==> config.mk <==
export PLATFORM = sky130hd
export DESIGN_NAME = pipe_ctrl
export DESIGN_NICKNAME = d
export VERILOG_FILES = /design/src/rtl/pipe_ctrl_pkg.sv /design/src/rtl/pipe_ctrl_perf_cnt.sv /design/src/rtl/pipe_ctrl.sv
export SDC_FILE = /design/constraint.sdc
export NUM_CORES = 1
export LEC_CHECK = 0
export ABC_AREA = 1
export CAP_MARGIN = 20
export CORE_ASPECT_RATIO = 1.2
export CORE_UTILIZATION = 45
export CTS_CLUSTER_DIAMETER = 30
export DETAILED_ROUTE_END_ITERATION = 8
export PLACE_DENSITY = 0.71
export SYNTH_ARGS = -nofsm -noshare
export SYNTH_HDL_FRONTEND = slang
export SYNTH_HIERARCHICAL = 1
export SYNTH_SLANG_ARGS = --single-unit
==> constraint.sdc <==
create_clock -name clk -period 2.29 [get_ports clk]
set_clock_uncertainty 0.15 [all_clocks]
set_input_delay 0.5725 -clock clk [delete_from_list [all_inputs] [get_ports clk]]
set_output_delay 0.5725 -clock clk [all_outputs]
set_load 0.03 [all_outputs]
==> src/rtl/pipe_ctrl_pkg.sv <==
// Shared types for the pipeline sequencer: FSM states,
// the per-stage stall/flush bundle and its fixed patterns.
package pipe_ctrl_pkg;

  typedef enum logic [1:0] {
    RUN      = 2'd0,
    MEM_WAIT = 2'd1,
    MDU_BUSY = 2'd2
  } state_e;

  typedef struct packed {
    logic stall_pc;
    logic stall_if_id;
    logic stall_id_ex;
    logic stall_ex_mem;
    logic flush_if_id;
    logic flush_id_ex;
    logic flush_ex_mem;
  } pipe_ctl_t;

  localparam int MDU_LATENCY_DEF = 4;

  localparam pipe_ctl_t CTL_NONE = '0;
  localparam pipe_ctl_t CTL_MEM  = 7'b1111_000;
  localparam pipe_ctl_t CTL_MDU  = 7'b1110_001;
  localparam pipe_ctl_t CTL_BR   = 7'b0000_110;
  localparam pipe_ctl_t CTL_LU   = 7'b1100_010;

endpackage

==> src/rtl/pipe_ctrl_perf_cnt.sv <==
// Wrapping performance counter with enable.
// Ports: clk, rst_n, en (count this cycle), cnt (value).
module perf_cnt #(
  parameter int W = 32
) (
  input  logic         clk,
  input  logic         rst_n,
  input  logic         en,
  output logic [W-1:0] cnt
);

  logic [W-1:0] cnt_q;
  logic [W-1:0] cnt_d;

  always_comb begin
    cnt_d = cnt_q;
    if (en) cnt_d = cnt_q + W'(1);
  end

  always_ff @(posedge clk or negedge rst_n) begin
    if (!rst_n) cnt_q <= '0;
    else        cnt_q <= cnt_d;
  end

  assign cnt = cnt_q;

endmodule

==> src/rtl/pipe_ctrl.sv <==
// Pipeline sequencer: merges load-use, branch, dmem wait and
// mul/div occupancy into per-stage stall/flush plus perf counters.
// Ports: clk, rst_n, load_use, branch_taken, dmem_req, dmem_ready,
// mdu_start in; stall_*/flush_* controls, stall_cycles, flush_events out.
module pipe_ctrl
  import pipe_ctrl_pkg::*;
#(
  parameter int MDU_LATENCY = MDU_LATENCY_DEF,
  parameter int CNT_W       = 32
) (
  input  logic             clk,
  input  logic             rst_n,
  input  logic             load_use,
  input  logic             branch_taken,
  input  logic             dmem_req,
  input  logic             dmem_ready,
  input  logic             mdu_start,
  output logic             stall_pc,
  output logic             stall_if_id,
  output logic             stall_id_ex,
  output logic             stall_ex_mem,
  output logic             flush_if_id,
  output logic             flush_id_ex,
  output logic             flush_ex_mem,
  output logic [CNT_W-1:0] stall_cycles,
  output logic [CNT_W-1:0] flush_events
);

  localparam int   MW        = $clog2(MDU_LATENCY + 1);
  localparam logic MDU_MULTI = (MDU_LATENCY > 1);
  localparam logic MDU_SHORT = (MDU_LATENCY == 2);

  state_e          state_q, state_d;
  logic [MW-1:0]   mdu_cnt_q, mdu_cnt_d;
  logic            rel_q, rel_d;
  pipe_ctl_t       ctl;
  pipe_ctl_t       ctl_o;

  logic eval;
  logic mem_go;
  logic hold_wait;
  logic busy;
  logic mdu_go;
  logic br_go;
  logic lu_go;

  // The dmem ready cycle in MEM_WAIT re-runs the RUN rules
  // with the memory rule forced false.
  assign eval      = (state_q == RUN) ||
                     (state_q == MEM_WAIT && dmem_ready);
  assign mem_go    = (state_q == RUN) && dmem_req && !dmem_ready;
  assign hold_wait = (state_q == MEM_WAIT) && !dmem_ready;
  assign busy      = (state_q == MDU_BUSY);
  // rel_q masks the still-high mdu_start of the departing op.
  assign mdu_go    = eval && !mem_go && mdu_start &&
                     !rel_q && MDU_MULTI;
  assign br_go     = eval && !mem_go && !mdu_go && branch_taken;
  assign lu_go     = eval && !mem_go && !mdu_go &&
                     !branch_taken && load_use;

  always_ff @(posedge clk or negedge rst_n) begin
    if (!rst_n) begin
      state_q   <= RUN;
      mdu_cnt_q <= '0;
      rel_q     <= 1'b0;
    end else begin
      state_q   <= state_d;
      mdu_cnt_q <= mdu_cnt_d;
      rel_q     <= rel_d;
    end
  end

  // Busy cycles = MDU_LATENCY-2; leave when the count
  // reaches zero at this edge.
  always_comb begin
    state_d   = state_q;
    mdu_cnt_d = mdu_cnt_q;
    rel_d     = 1'b0;
    unique case (state_q)
      RUN, MEM_WAIT: begin
        if (mem_go || hold_wait) begin
          state_d = MEM_WAIT;
        end else if (mdu_go) begin
          mdu_cnt_d = MW'(MDU_LATENCY - 2);
          if (MDU_SHORT) begin
            state_d = RUN;
            rel_d   = 1'b1;
          end else begin
            state_d = MDU_BUSY;
          end
        end else begin
          state_d = RUN;
        end
      end
      MDU_BUSY: begin
        mdu_cnt_d = mdu_cnt_q - MW'(1);
        if (mdu_cnt_q <= MW'(1)) begin
          state_d   = RUN;
          mdu_cnt_d = '0;
          rel_d     = 1'b1;
        end
      end
      default: begin
        state_d   = RUN;
        mdu_cnt_d = '0;
      end
    endcase
  end

  always_comb begin
    ctl = CTL_NONE;
    unique case (1'b1)
      mem_go, hold_wait: ctl = CTL_MEM;
      busy, mdu_go:      ctl = CTL_MDU;
      br_go:             ctl = CTL_BR;
      lu_go:             ctl = CTL_LU;
      default:           ctl = CTL_NONE;
    endcase
  end

  // Force all controls low while reset is asserted.
  assign ctl_o = rst_n ? ctl : CTL_NONE;

  assign stall_pc     = ctl_o.stall_pc;
  assign stall_if_id  = ctl_o.stall_if_id;
  assign stall_id_ex  = ctl_o.stall_id_ex;
  assign stall_ex_mem = ctl_o.stall_ex_mem;
  assign flush_if_id  = ctl_o.flush_if_id;
  assign flush_id_ex  = ctl_o.flush_id_ex;
  assign flush_ex_mem = ctl_o.flush_ex_mem;

  perf_cnt #(.W(CNT_W)) u_stall_cnt (
    .clk   (clk),
    .rst_n (rst_n),
    .en    (ctl_o.stall_pc),
    .cnt   (stall_cycles)
  );

  perf_cnt #(.W(CNT_W)) u_flush_cnt (
    .clk   (clk),
    .rst_n (rst_n),
    .en    (br_go),
    .cnt   (flush_events)
  );

endmodule

==> impl_results.md <==
* Worst Hold Class: reg -> reg
* Filler instances at 779
* Row Count at 37
* Clock network power share at 28.1%
* Final hold vios at 0
* First-pass GRT wire length at 16000 um
* Worst r2r path cells at 13
* CP Launch Type: primary input
* Post-synth top area share at 44.5%
* DP Wirelength at 7360 um
* Vias after detailed routing at 3713
* Syn Area/Cell at 7.64 um^2
* Leakage at 0.00239 uW
* Status: complete, but fails checks
* Final core utilization at 62.4%
* H-tree depth at 3
* Post-DRT Antenna Nets at 0
* Worst EP required at 1.57 ns
* Die W at 87.4 um
* Max_cap viols at 0
* Max stage delay on crit path at 0.26 ns
* Maximum vdd drop at 0.807 mV
* Most frequent cells in the layout: 161 x nand2_1, 73 x nor2_1, 70 x dfrtp_1
* Initial Utilization at 46.2%
* Internal power at 2570 uW
* Initial DRC Count at 124
* Num Clock Sinks at 70
* Longest Clk Path Bufs at 2
* Vias in the first global route at 3551
* I/O Buffers at 77
* Die area at 0.00912 mm^2
* Critical R2R Launch: state_q[0]$_DFFE_PN0P_
* Total grt overflow at 0
* Commonest non-fill, non-tap cell in the layout: nand2_1
* Mapped Cells at 515
* Met3 wire len at 386 um
* Clock slew at reported path FFs at 0.07 ns
* DP Worst Slack at -0.420 ns
* DRC violations left at 0
* GRT Total Usage at 22.6%
* Critical-path cell list: dlygate4sd2_1, nor2_2, nand2_2, nand3_2, nand2_2, buf_6, inv_2, buf_6
* TNS Setup at -0.000487 ns
* Clock latency on the worst-skew pair at 0.35 ns
* Setup ws final at -0.000487 ns
* WP depth at 8
* Multi-input gate area in the final layout at 0.00200 mm^2
* Slew Viols, Final at 0
* #FFs+latches synth at 70
* Slowest CP cell: dlygate4sd2_1
* Critical path class: in -> out
* Crit. Startpoint: dmem_ready
* Die height at 104 um
* Net Count, Synth at 526
* CTS root buffer: clkbuf_8
* WL final at 9730 um
* CP max FO at 3
* Endpoints failing setup at 1
* Min-delay src: u_flush_cnt/cnt[9]$_DFFE_PN0P_
* RSZ-0062 raised after global routing: yes
* WHS Path Cells at 1
* NetSw at 1440 uW
* Worst slew margin at 43.4%
* Crit path DAT at 1.57 ns
* DR vias/cell at 4.94
* Final min period at 2.29 ns
* Initial antenna violation count at 0
* Register area at 0.00175 mm^2
* Synth top area cells: dfrtp_1 45%, nand2_1 16%, nor2_1 7.1%
* Seq pwr share at 39.3%
* Power density cells at 755 mW/mm^2
* Crit path buffers/inverters at 4
* Core Box Area at 0.00852 mm^2
* Share of cells above drive strength 1 at 16.4%
* Layout area overhead at 35.0%
* Combinational share of power at 32.6%
* Final Cycle Share at 100%
* WL/cell at 12.9 um
* Pin count of the biggest net entering global routing at 68
* CTS tree: built
* Fmax at 0.437 GHz
* Routability cong. at 0.858
* Failing checks: setup timing
* Crit. End Element: output pin
* I/O Pins at 78
* WL met1 at 4140 um
* Top cell family by delay on the critical path: buffers and inverters
* Final net count at 641
* Highest Signal Layer: met4
* Num CTS Buffers at 9
* Sw frac at 35.9%
* Post-layout power at 4010 uW
* Cell area after synthesis at 0.00394 mm^2
* Sequential fraction of the synthesis area at 44.5%
* Diodes inserted at 0
* Drt first pass iters at 5
* Worst-Margin Slew at 0.849 ns
* YS warnings at 6
* Yosys cell types at 22
* WL met2 at 4940 um
* Largest area contributor in the synthesized netlist: dfrtp_1
## registers in the layout, indices dropped and copies added, names as in the netlist
| register | count |
|---|---|
| u_stall_cnt/cnt | 32 |
| state_q | 2 |
| rel_q | 1 |
| mdu_cnt_q | 3 |
| u_flush_cnt/cnt | 32 |
## area by class of cell
type                       count  share of cell area (%)
multi-input combinational    388                    37.6
clock inverter                 6                    1.60
tap                          117                    2.76
clock buffer                  10                    2.59
inverter                      56                    3.96
timing repair buffer         105                    18.5
sequential                    70                    33.0
## cell families after synthesis
kind of cell | Yosys count | synth area share, %
xor gates and xnor gates | 35 | 7.79
DFF | 70 | 44.5
buffers and inverters | 57 | 5.53
AOI/OAI and AO/OA | 5 | 0.699
adders and majority gates | 4 | 1.27
and+or+nand+nor | 344 | 40.2
## per-layer routing
metal | up-vias | track usage [%]
met2 | 103 | 39.1
met5 | - | 0
met4 | 0 | 10.9
met3 | 23 | 3.25
met1 | 1762 | 27.0
li1 | 1825 | -
## worst paths after layout
kind                                                        end  slack [ns]
worst max register to register  u_stall_cnt/cnt[27]$_DFFE_PN0P_        0.12
max in group asynchronous       u_flush_cnt/cnt[31]$_DFFE_PN0P_        1.01
worst min register to register   u_flush_cnt/cnt[9]$_DFFE_PN0P_        0.38
min in group asynchronous        u_stall_cnt/cnt[7]$_DFFE_PN0P_        0.43
worst min-delay path             u_flush_cnt/cnt[9]$_DFFE_PN0P_        0.38
worst max-delay path                                stall_id_ex     -0.0005
## stage by stage
| stage | std cells | area [um^2] | hold WS, ns |
|---|---|---|---|
| after floorplan | 515 | 3940 | 0.127 |
| after global placement | 731 | 5000 | 0.273 |
| after detailed placement | 731 | 5000 | 0.271 |
| after CTS | 748 | 5250 | 0.372 |
| after global routing | 752 | 5310 | 0.399 |
| final | 752 | 5310 | 0.376 |
## power groups by stage
stage	logic (uW)	clock network, uW	registers (uW)
6_report	1310	1130	1580
5_1_grt	1410	1200	1600
4_1_cts	1260	1150	1580
3_5_place_dp	1230	0	1600
3_3_place_gp	1210	0	1590
2_1_floorplan	553	0	1780
## synthesized netlist by cell type
master / count
a21oi_1: 1
and2_1: 5
buf_4: 1
dfrtp_1: 70
ha_1: 4
inv_1: 53
inv_2: 3
nand2_1: 164
nand2_2: 7
nand3_1: 41
nand3_2: 6
nand3b_1: 12
nand4_1: 4
nor2_1: 74
nor2_2: 18
nor2_4: 8
nor3_1: 4
nor3_2: 1
o21ai_1: 3
o21bai_1: 1
xnor2_1: 13
xor2_1: 22
## what timing repair did
| action | CTS | global route |
|---|---|---|
| endpoints found under the hold margin | 3 | 0 |
| hold buffers | 1 | 0 |
| endpoints found under the setup margin | 13 | 9 |
| setup buffers | 0 | 4 |
| cloned | 0 | 0 |
| resized for setup | 11 | 13 |
| pin swaps | 6 | 6 |
No activity file was read; power rests on OpenSTA's default activity.
